## src/rtl/life_board_ring.sv

```systemverilog
`default_nettype none
// ============================================================================
// Module   : life_board_ring
// Brief    : Circulating X*Y Life board store with run/step/clear/randomise
//            modes and generation alignment to the ring origin.
// Revision : 1.0 - initial release
// ============================================================================
module life_board_ring #(
    parameter int          X          = 8,
    parameter int          Y          = 8,
    parameter int          LOG2X      = 3,
    parameter int          LOG2Y      = 3,
    parameter int          TAP_OFFSET = X + 3,
    parameter logic [15:0] SEED       = 16'hACE1
) (
    input  logic                   clk,
    input  logic                   reset,
    input  logic                   run,
    input  logic                   step,
    input  logic                   key_flip,
    input  logic                   key_clr,
    input  logic                   key_rand,
    input  logic [LOG2X-1:0]       cursor_x,
    input  logic [LOG2Y-1:0]       cursor_y,
    input  logic                   pipe_out,
    output logic                   cell_out,
    output logic [$clog2(X*Y)-1:0] pos,
    output logic [15:0]            gen_count,
    output logic                   gen_done,
    output logic                   busy
);

    localparam int              c_N    = X * Y;
    localparam int              c_PW   = $clog2(c_N);
    localparam int              c_AW   = c_PW + 2;
    localparam int              c_WB   = c_N - TAP_OFFSET;
    localparam logic [c_PW-1:0] c_LAST = c_PW'(c_N - 1);

    typedef enum logic [1:0] {
        ST_IDLE   = 2'd0,
        ST_ARMED  = 2'd1,
        ST_EVOLVE = 2'd2,
        ST_RAND   = 2'd3
    } state_t;

    state_t          r_state;
    state_t          w_state_next;
    logic [c_N-1:0]  r_data;
    logic [c_N-1:0]  w_data_next;
    logic [c_PW-1:0] r_pos;
    logic [c_PW-1:0] r_rand_cnt;
    logic [15:0]     r_gen_count;
    logic            r_gen_done;
    logic            r_busy;
    logic [15:0]     r_lfsr;
    logic            r_key_flip_d;
    logic            r_key_clr_d;
    logic            r_key_rand_d;

    logic            w_wrap;
    logic            w_clr_rise;
    logic            w_rand_rise;
    logic            w_flip_fall;
    logic            w_cursor_ok;
    logic [c_AW-1:0] w_cell_lin;
    logic [c_AW-1:0] w_flip_raw;
    logic [c_PW-1:0] w_flip_bit;
    logic            w_lfsr_fb;

    assign w_wrap      = (r_pos == c_LAST);
    assign w_clr_rise  = key_clr & ~r_key_clr_d;
    assign w_rand_rise = key_rand & ~r_key_rand_d;
    assign w_flip_fall = r_key_flip_d & ~key_flip;
    assign w_cursor_ok = (int'(cursor_x) < X) && (int'(cursor_y) < Y);

    // Physical slot that will hold the cursor's logical cell after this shift
    assign w_cell_lin = c_AW'(cursor_y) * c_AW'(X) + c_AW'(cursor_x);
    assign w_flip_raw = w_cell_lin + c_AW'(c_N - 1) - c_AW'(r_pos);
    assign w_flip_bit = c_PW'((w_flip_raw >= c_AW'(c_N)) ? (w_flip_raw - c_AW'(c_N))
                                                         : w_flip_raw);

    // Right-shift Fibonacci form of x^16 + x^14 + x^13 + x^11 + 1
    assign w_lfsr_fb = r_lfsr[0] ^ r_lfsr[2] ^ r_lfsr[3] ^ r_lfsr[5];

    always_comb begin
        w_state_next = r_state;
        case (r_state)
            ST_IDLE: begin
                if (w_rand_rise)
                    w_state_next = ST_RAND;
                else if (run || step)
                    // A request seen on the last position starts at the origin directly
                    w_state_next = w_wrap ? ST_EVOLVE : ST_ARMED;
            end
            ST_ARMED:  if (w_wrap) w_state_next = ST_EVOLVE;
            ST_EVOLVE: if (w_wrap && !run) w_state_next = ST_IDLE;
            ST_RAND:   if (r_rand_cnt == c_LAST) w_state_next = ST_IDLE;
            default:   w_state_next = ST_IDLE;
        endcase
        if (w_clr_rise)
            w_state_next = ST_IDLE;
    end

    always_comb begin
        w_data_next = {r_data[0], r_data[c_N-1:1]};
        if (r_state == ST_RAND)
            w_data_next[c_N-1] = r_lfsr[0];
        else if (r_state == ST_EVOLVE)
            w_data_next[c_WB] = pipe_out;
        else if (r_state == ST_IDLE && w_flip_fall && w_cursor_ok)
            w_data_next[w_flip_bit] = ~w_data_next[w_flip_bit];
    end

    always_ff @(posedge clk or negedge reset) begin
        if (!reset)
            r_state <= ST_IDLE;
        else
            r_state <= w_state_next;
    end

    always_ff @(posedge clk or negedge reset) begin
        if (!reset) begin
            r_data       <= '0;
            r_pos        <= '0;
            r_rand_cnt   <= '0;
            r_gen_count  <= 16'd0;
            r_gen_done   <= 1'b0;
            r_busy       <= 1'b0;
            r_lfsr       <= SEED;
            r_key_flip_d <= 1'b0;
            r_key_clr_d  <= 1'b0;
            r_key_rand_d <= 1'b0;
        end else begin
            r_pos        <= w_wrap ? '0 : r_pos + c_PW'(1);
            r_busy       <= (w_state_next != ST_IDLE);
            r_key_flip_d <= key_flip;
            r_key_clr_d  <= key_clr;
            r_key_rand_d <= key_rand;

            if (w_clr_rise) begin
                r_data      <= '0;
                r_gen_count <= 16'd0;
                r_gen_done  <= 1'b0;
            end else begin
                r_data     <= w_data_next;
                r_gen_done <= (r_state == ST_EVOLVE) && w_wrap;
                if ((r_state == ST_EVOLVE) && w_wrap)
                    r_gen_count <= r_gen_count + 16'd1;
            end

            if (r_state == ST_RAND && !w_clr_rise)
                r_lfsr <= {w_lfsr_fb, r_lfsr[15:1]};

            if (r_state == ST_RAND && r_rand_cnt != c_LAST && !w_clr_rise)
                r_rand_cnt <= r_rand_cnt + c_PW'(1);
            else
                r_rand_cnt <= '0;
        end
    end

    assign cell_out  = r_data[0];
    assign pos       = r_pos;
    assign gen_count = r_gen_count;
    assign gen_done  = r_gen_done;
    assign busy      = r_busy;

endmodule
`default_nettype wire

```

## config.mk

```make
export PLATFORM = sky130hd
export DESIGN_NAME = life_board_ring
export DESIGN_NICKNAME = d
export VERILOG_FILES = /design/src/rtl/life_board_ring.sv
export SDC_FILE = /design/constraint.sdc
export NUM_CORES = 1
export LEC_CHECK = 0
export CAP_MARGIN = 20
export CORE_UTILIZATION = 25
export CTS_CLUSTER_DIAMETER = 40
export DETAILED_ROUTE_END_ITERATION = 10
export MAX_ROUTING_LAYER = met4
export SYNTH_ARGS = -nofsm -noshare
export SYNTH_HDL_FRONTEND = slang
export SYNTH_SLANG_ARGS = --single-unit
export TNS_END_PERCENT = 1
```

## constraint.sdc

```tcl
create_clock -name clk -period 2.8 [get_ports clk]
set_input_delay 0.84 -clock clk [delete_from_list [all_inputs] [get_ports clk]]
set_output_delay 0.84 -clock clk [all_outputs]
set_load 0.01 [all_outputs]
```

After elaboration in Yosys (flattened, before gate mapping)
Index checks and enable logic that the tools add are counted.
- word-level logic and storage cells: 76
- bits of input ports: 14
- output and inout bits: 25
- register bits: 115
- magnitude comparators: 3
- multiplexer cells: 26
- eq/ne operators: 6
- add/sub/neg operators: 7
- reduce and logical (&&, ||, !) cells: 13
- bitwise operators: 10
- operator list (kind ; number):
    $mux W64 ; 2
    $bwmux W64 ; 1
    $mux W63 ; 1
    $mux W53 ; 1
    $mux W16 ; 2
    $mux W6 ; 3
    $add A16 B1 Y16 const B ; 1
    $mux W2 ; 7
    $add A6 B1 Y6 const B ; 2
    $eq A6 B6 Y1 const B ; 2
    $mux W10 ; 1
    $add A7 B6 Y8 const B ; 1
    $ge A8 B7 Y1 const B ; 1
    $pmux W2 S4 ; 1
    $sub A8 B6 Y8 ; 1
    $add A6 B3 Y7 ; 1
    $logic_and A1 B1 Y1 ; 7
    $lt A6 B7 Y1 const B ; 1
    $bmux W1 S6 ; 1
    $demux W1 S6 ; 1
    $ge A6 B1 Y1 const B ; 1
    $ne A6 B6 Y1 const B ; 1
    $sub A6 B1 Y6 const B ; 1
    $mux W1 ; 5
    9 further kinds ; 19

Logic depth before layout (Yosys ltp)
- depth in word-level cells: 14
- mapped depth: 11

Least setup slack after synthesis
Ideal clock, no wire load.
- path kind: input to register
- start point: input cursor_x[0]
- end point: register r_data[32]
- slack: -0.306 ns
- arrival time: 3.012 ns
- library setup time: 0.094 ns
- cell stages on the path: 9
- buffers on the path: 1
- data required time: 2.706 ns
- path through: ha_1 inv_1 fa_1 xor2_2 buf_6 mux4_2 mux2i_1 nor3_4 a211oi_1
- cells in the longest elaborated chain, start to end: 14
- elaborated cells on any way between the ends: 19
- classes of those cells: add/sub (4); order compare (3); mux (10); bitwise (1); reduce/logical (1)
- RTL lines (element ; line ; text):
    start, declared ; 23 ; input logic [LOG2X-1:0] cursor_x,
    $add A6 B3 Y7 (*) ; 77 ; assign w_cell_lin = c_AW'(cursor_y) * c_AW'(X) + c_AW'(cursor_x);
    $add A7 B6 Y8 (*) ; 78 ; assign w_flip_raw = w_cell_lin + c_AW'(c_N - 1) - c_AW'(r_pos);
    $sub A8 B6 Y8 (*) ; 78 ;
    $ge A8 B7 Y1 / $sub A6 B1 Y6 (equally long branches) ; 79 ; assign w_flip_bit = c_PW'((w_flip_raw >= c_AW'(c_N)) ? (w_flip_raw - c_AW'(c_N))
    $mux W6 (*) ; 79 ;
    $lt A6 B7 Y1 (not written as such) / $ge A6 B1 Y1 (equally long branches) ; 111 ; w_data_next[w_flip_bit] = ~w_data_next[w_flip_bit];
    $logic_and A1 B1 Y1 (not written as such) ; 111 ;
    $mux W1 (not written as such) ; 111 ;
    $demux W1 S6 ; 111 ;
    $bwmux W64 (*) ; 111 ;
    $mux W64 (*) ; 110 ; else if (r_state == ST_IDLE && w_flip_fall && w_cursor_ok)
    $mux W53 (*) ; 108 ; else if (r_state == ST_EVOLVE)
    $mux W63 (*) ; 106 ; if (r_state == ST_RAND)
    $mux W64 (*) ; 140 ; if (w_clr_rise) begin
    end signal, assigned ; 145 ; r_data <= w_data_next;
    end, declared ; 48 ; logic [c_N-1:0] r_data;
Mark *: on every way between the ends. The rest lies on a longest branch, timed or not. The select of a mux whose other input is x is not followed.
A chain may end at the register's enable or synchronous reset.

Worst setup path in the final report
- start point: input cursor_x[0]
- end point: register r_data[58]
- cells in the longest elaborated chain, start to end: 14
- elaborated cells on any way between the ends: 19
- classes of those cells: add/sub (4); order compare (3); mux (10); bitwise (1); reduce/logical (1)
- RTL lines (element ; line):
    $add A6 B3 Y7 (*) ; 77
    $add A7 B6 Y8 (*) ; 78
    $sub A8 B6 Y8 (*) ; 78
    $ge A8 B7 Y1 / $sub A6 B1 Y6 (equally long branches) ; 79
    $mux W6 (*) ; 79
    $lt A6 B7 Y1 (not written as such) / $ge A6 B1 Y1 (equally long branches) ; 111
    $logic_and A1 B1 Y1 (not written as such) ; 111
    $mux W1 (not written as such) ; 111
    $demux W1 S6 ; 111
    $bwmux W64 (*) ; 111
    $mux W64 (*) ; 110
    $mux W10 (*) ; 108
    $mux W63 (*) ; 106
    $mux W64 (*) ; 140
Marked as above.

==> impl_metrics.yaml <==
die:
  pin_count: 39
  die_w_um: 158
  start_util: 0.257
  die_y_um: 158
  die_area_mm2: 0.0249
  rows: 56
  core-area_mm2: 0.0236
cells_and_area:
  area_growth_syn_to_layout_pct: 36.0
  drive_gt1_frac: 0.286
  final_nets: 675
  fillers: 2352
  design_area_mm2: 0.00824
  diodes: 0
timing:
  maxSlewViolCount: 0
  setup_viol: 0
  fin_crit_sh: 0.974
  setup_ws_ns: 0.0727
  fin_hold_ws_ns: 0.294
  maxClockFrequency_mhz: 367
  slew_headroom: 0.636
  worstMarginPinSlew_ns: 0.544
  period_needed_ns: 2.73
  skew_ns: 0.00844
  rsz0062_at_grt: "yes"
  hold_viol: 0
cts:
  cts_hold_buf: 0
  htreeDepth: 4
  clock_latency_ns: 0.42
  clkTransAtPathRegs_ns: 0.06
  cts_tree: "built"
  cts-root-buf: "clkbuf_16"
  cts_buffers: 17
  cts_num_sinks: 115
  clk_path_buf_depth: 2
global_routing:
  grt.total_usage: 0.141
  grt_start_max_net_pins: 54
  grt_pass1_vias: 4826
  grt_pass1_wl_um: 26400
  grt-ovfl-total: 0
  antenna_found_initial: 0
detailed_routing:
  via_per_inst: 4.96
  wl_met3_um: 703
  drt_first_pass_iters: 5
  ant_nets: 0
  dr_wl_met2_um: 7410
  drt-met1-wl_um: 7380
  wl_um: 15700
  highest_layer: "met4"
  vias: 4876
  drc: 0
  wl_per_cell_um: 16.0
  drt_iter0_drc: 304
yosys:
  netlist_area_mm2: 0.00606
  synth_commonest_cells: "dfrtp_1, nand2_1, a211oi_1"
  syn_inst: 550
  synth_area_leader_cell: "dfrtp_1"
  ys_ff_latch: 115
  yosysMostFrequentCell: "dfrtp_1"
  seq_area_frac_synth: 0.476
  synth.area.top_cells: "dfrtp_1, a211oi_1, a31oi_1, mux4_2, nand2_1"
  synth_ff_type: "dfrtp_1"
  synth_cell_type_count: 62
  synth_top_area_frac: 0.442
  syn_avg_cell_area_um2: 11.0
  synthArstFlopShare: 1.00
  synth_nets: 573
  yosysWarnings: 0
  synth_edf_count: 0
critical_path:
  crit_arrival_ns: 3.06
  crit_required_ns: 3.13
  r2r_start: "pos[0]$_DFF_PN0_"
  regToRegSetupSlack_ns: 0.10
  crit_type: "primary input to flip-flop"
  crit_path_start: "cursor_x[0]"
  worst_setup_path_end_kind: "flip-flop"
  startpoint_type: "primary input"
  timing.critical_path.to: "r_data[58]$_DFF_PN0_"
  cp_max_fo: 7
  r2r_cells: 13
  rr_endpoint: "r_data[58]$_DFF_PN0_"
place:
  port_buffers: 38
  dp_slack_ns: -0.745
  gp_congestion: 0.816
  hpwl_um: 10700
  dpl-instance-area_mm2: 0.00745
worst_hold_path:
  hp-class: "primary input to async pin"
power_and_ir_drop:
  finalPower_w: 0.00485
  cellLeakagePower_nw: 3.32
  powerDensity_mw_per_mm2: 588
  vdd_drop_max_mv: 0.445
status:
  status: "finished, final reports clean"
run:
  max-cap-violations: 0
placed cells by master (no fill, tap or decap), types with 9 or more instances in the layout:
| cell | synthesis | final |
|---|---|---|
| nor3_1 | 12 | 12 |
| xnor2_1 | 21 | 21 |
| inv_1 | 12 | 9 |
| a211oi_1 | 54 | 47 |
| nand3_1 | 11 | 11 |
| a31oi_1 | 48 | 48 |
| buf_4 | 7 | 69 |
| mux4_2 | 11 | 11 |
| clkbuf_16 | 0 | 17 |
| buf_12 | 0 | 17 |
| nor2_1 | 29 | 29 |
| nand2_1 | 62 | 62 |
| clkdlybuf4s50_1 | 0 | 34 |
| dfrtp_1 | 107 | 107 |
| a41oi_1 | 16 | 16 |
cell type report:
| cell class | instances | area [um^2] | area share |
|---|---|---|---|
| clock buffers | 19 | 453 | 0.0549 |
| clock inverters | 13 | 198 | 0.0240 |
| inverters | 13 | 48.8 | 0.00592 |
| multi-input cells | 381 | 3010 | 0.365 |
| flip-flops and latches | 115 | 2890 | 0.350 |
| well taps | 319 | 399 | 0.0484 |
| repair buffers | 124 | 1250 | 0.152 |
power by group:
part           leakage (nW)  switching, W  internal, W
clock                 0.315      0.000836      0.00155
sequential             1.55     0.0000628      0.00171
combinational          1.46      0.000385     0.000301
total                  3.32       0.00128      0.00357
state kept, by name, indices dropped and copies added, names as in the netlist:
register	flops
r_data	64
r_key_clr_d	1
r_key_rand_d	1
busy	1
gen_done	1
r_state	2
r_key_flip_d	1
gen_count	16
r_rand_cnt	6
pos	6
r_lfsr	16
what timing repair did:
item,in CTS,in global routing
gates cloned,1,0
setup endpoints to repair,63,20
setup buffers,4,0
pin swaps,6,2
resized for setup,22,2
cell families after synthesis:
group | synth area share
adders and majority gates | 0.0198
DFF | 0.476
and+or+nand+nor | 0.153
muxes | 0.0776
xor gates and xnor gates | 0.0471
buffers and inverters | 0.0464
AOI/OAI and AO/OA | 0.179
critical path: stages:
cell and delay, ns:
buf_6 0.08, ha_4 0.12, inv_2 0.03, fa_2 0.37
xor2_4 0.22, buf_12 0.14, buf_16 0.11, mux4_2 0.48
mux2i_1 0.14, buf_4 0.14, nor3_4 0.04, buf_12 0.13
a211oi_2 0.21
how the worst min path moves through the flow:
| stage | slack (ns) | startpoint | end | cells past startpoint |
|---|---|---|---|---|
| final | 0.29 | reset | r_data[14]$_DFF_PN0_ | 1 |
| after global routing | 0.30 | reset | r_data[14]$_DFF_PN0_ | 1 |
| after CTS | 0.29 | reset | r_data[14]$_DFF_PN0_ | 1 |
| after detailed placement | 0.45 | r_lfsr[10]$_DFFE_PN1P_ | r_lfsr[10]$_DFFE_PN1P_ | 2 |
| after global placement | 0.44 | r_lfsr[6]$_DFFE_PN1P_ | r_lfsr[5]$_DFFE_PN1P_ | 2 |
| after floorplan | 0.43 | r_rand_cnt[0]$_DFF_PN0_ | r_rand_cnt[0]$_DFF_PN0_ | 1 |
per-layer routing:
metal / up-vias / global-route usage
met3: 18 / 0.0323
met5: - / -
met2: 130 / 0.210
met1: 2434 / 0.185
met4: 0 / 0.0513
li1: 2294 / -
through the flow:
stage	std cells	util	TNS, ns
2_1_floorplan	550	-	-4.99
3_3_place_gp	947	0.316	-40.37
3_5_place_dp	947	0.316	-42.50
4_1_cts	984	0.349	0
5_1_grt	984	0.349	-0.00112
6_report	984	0.349	0
Note: power is estimated with default switching activity, not from simulation.
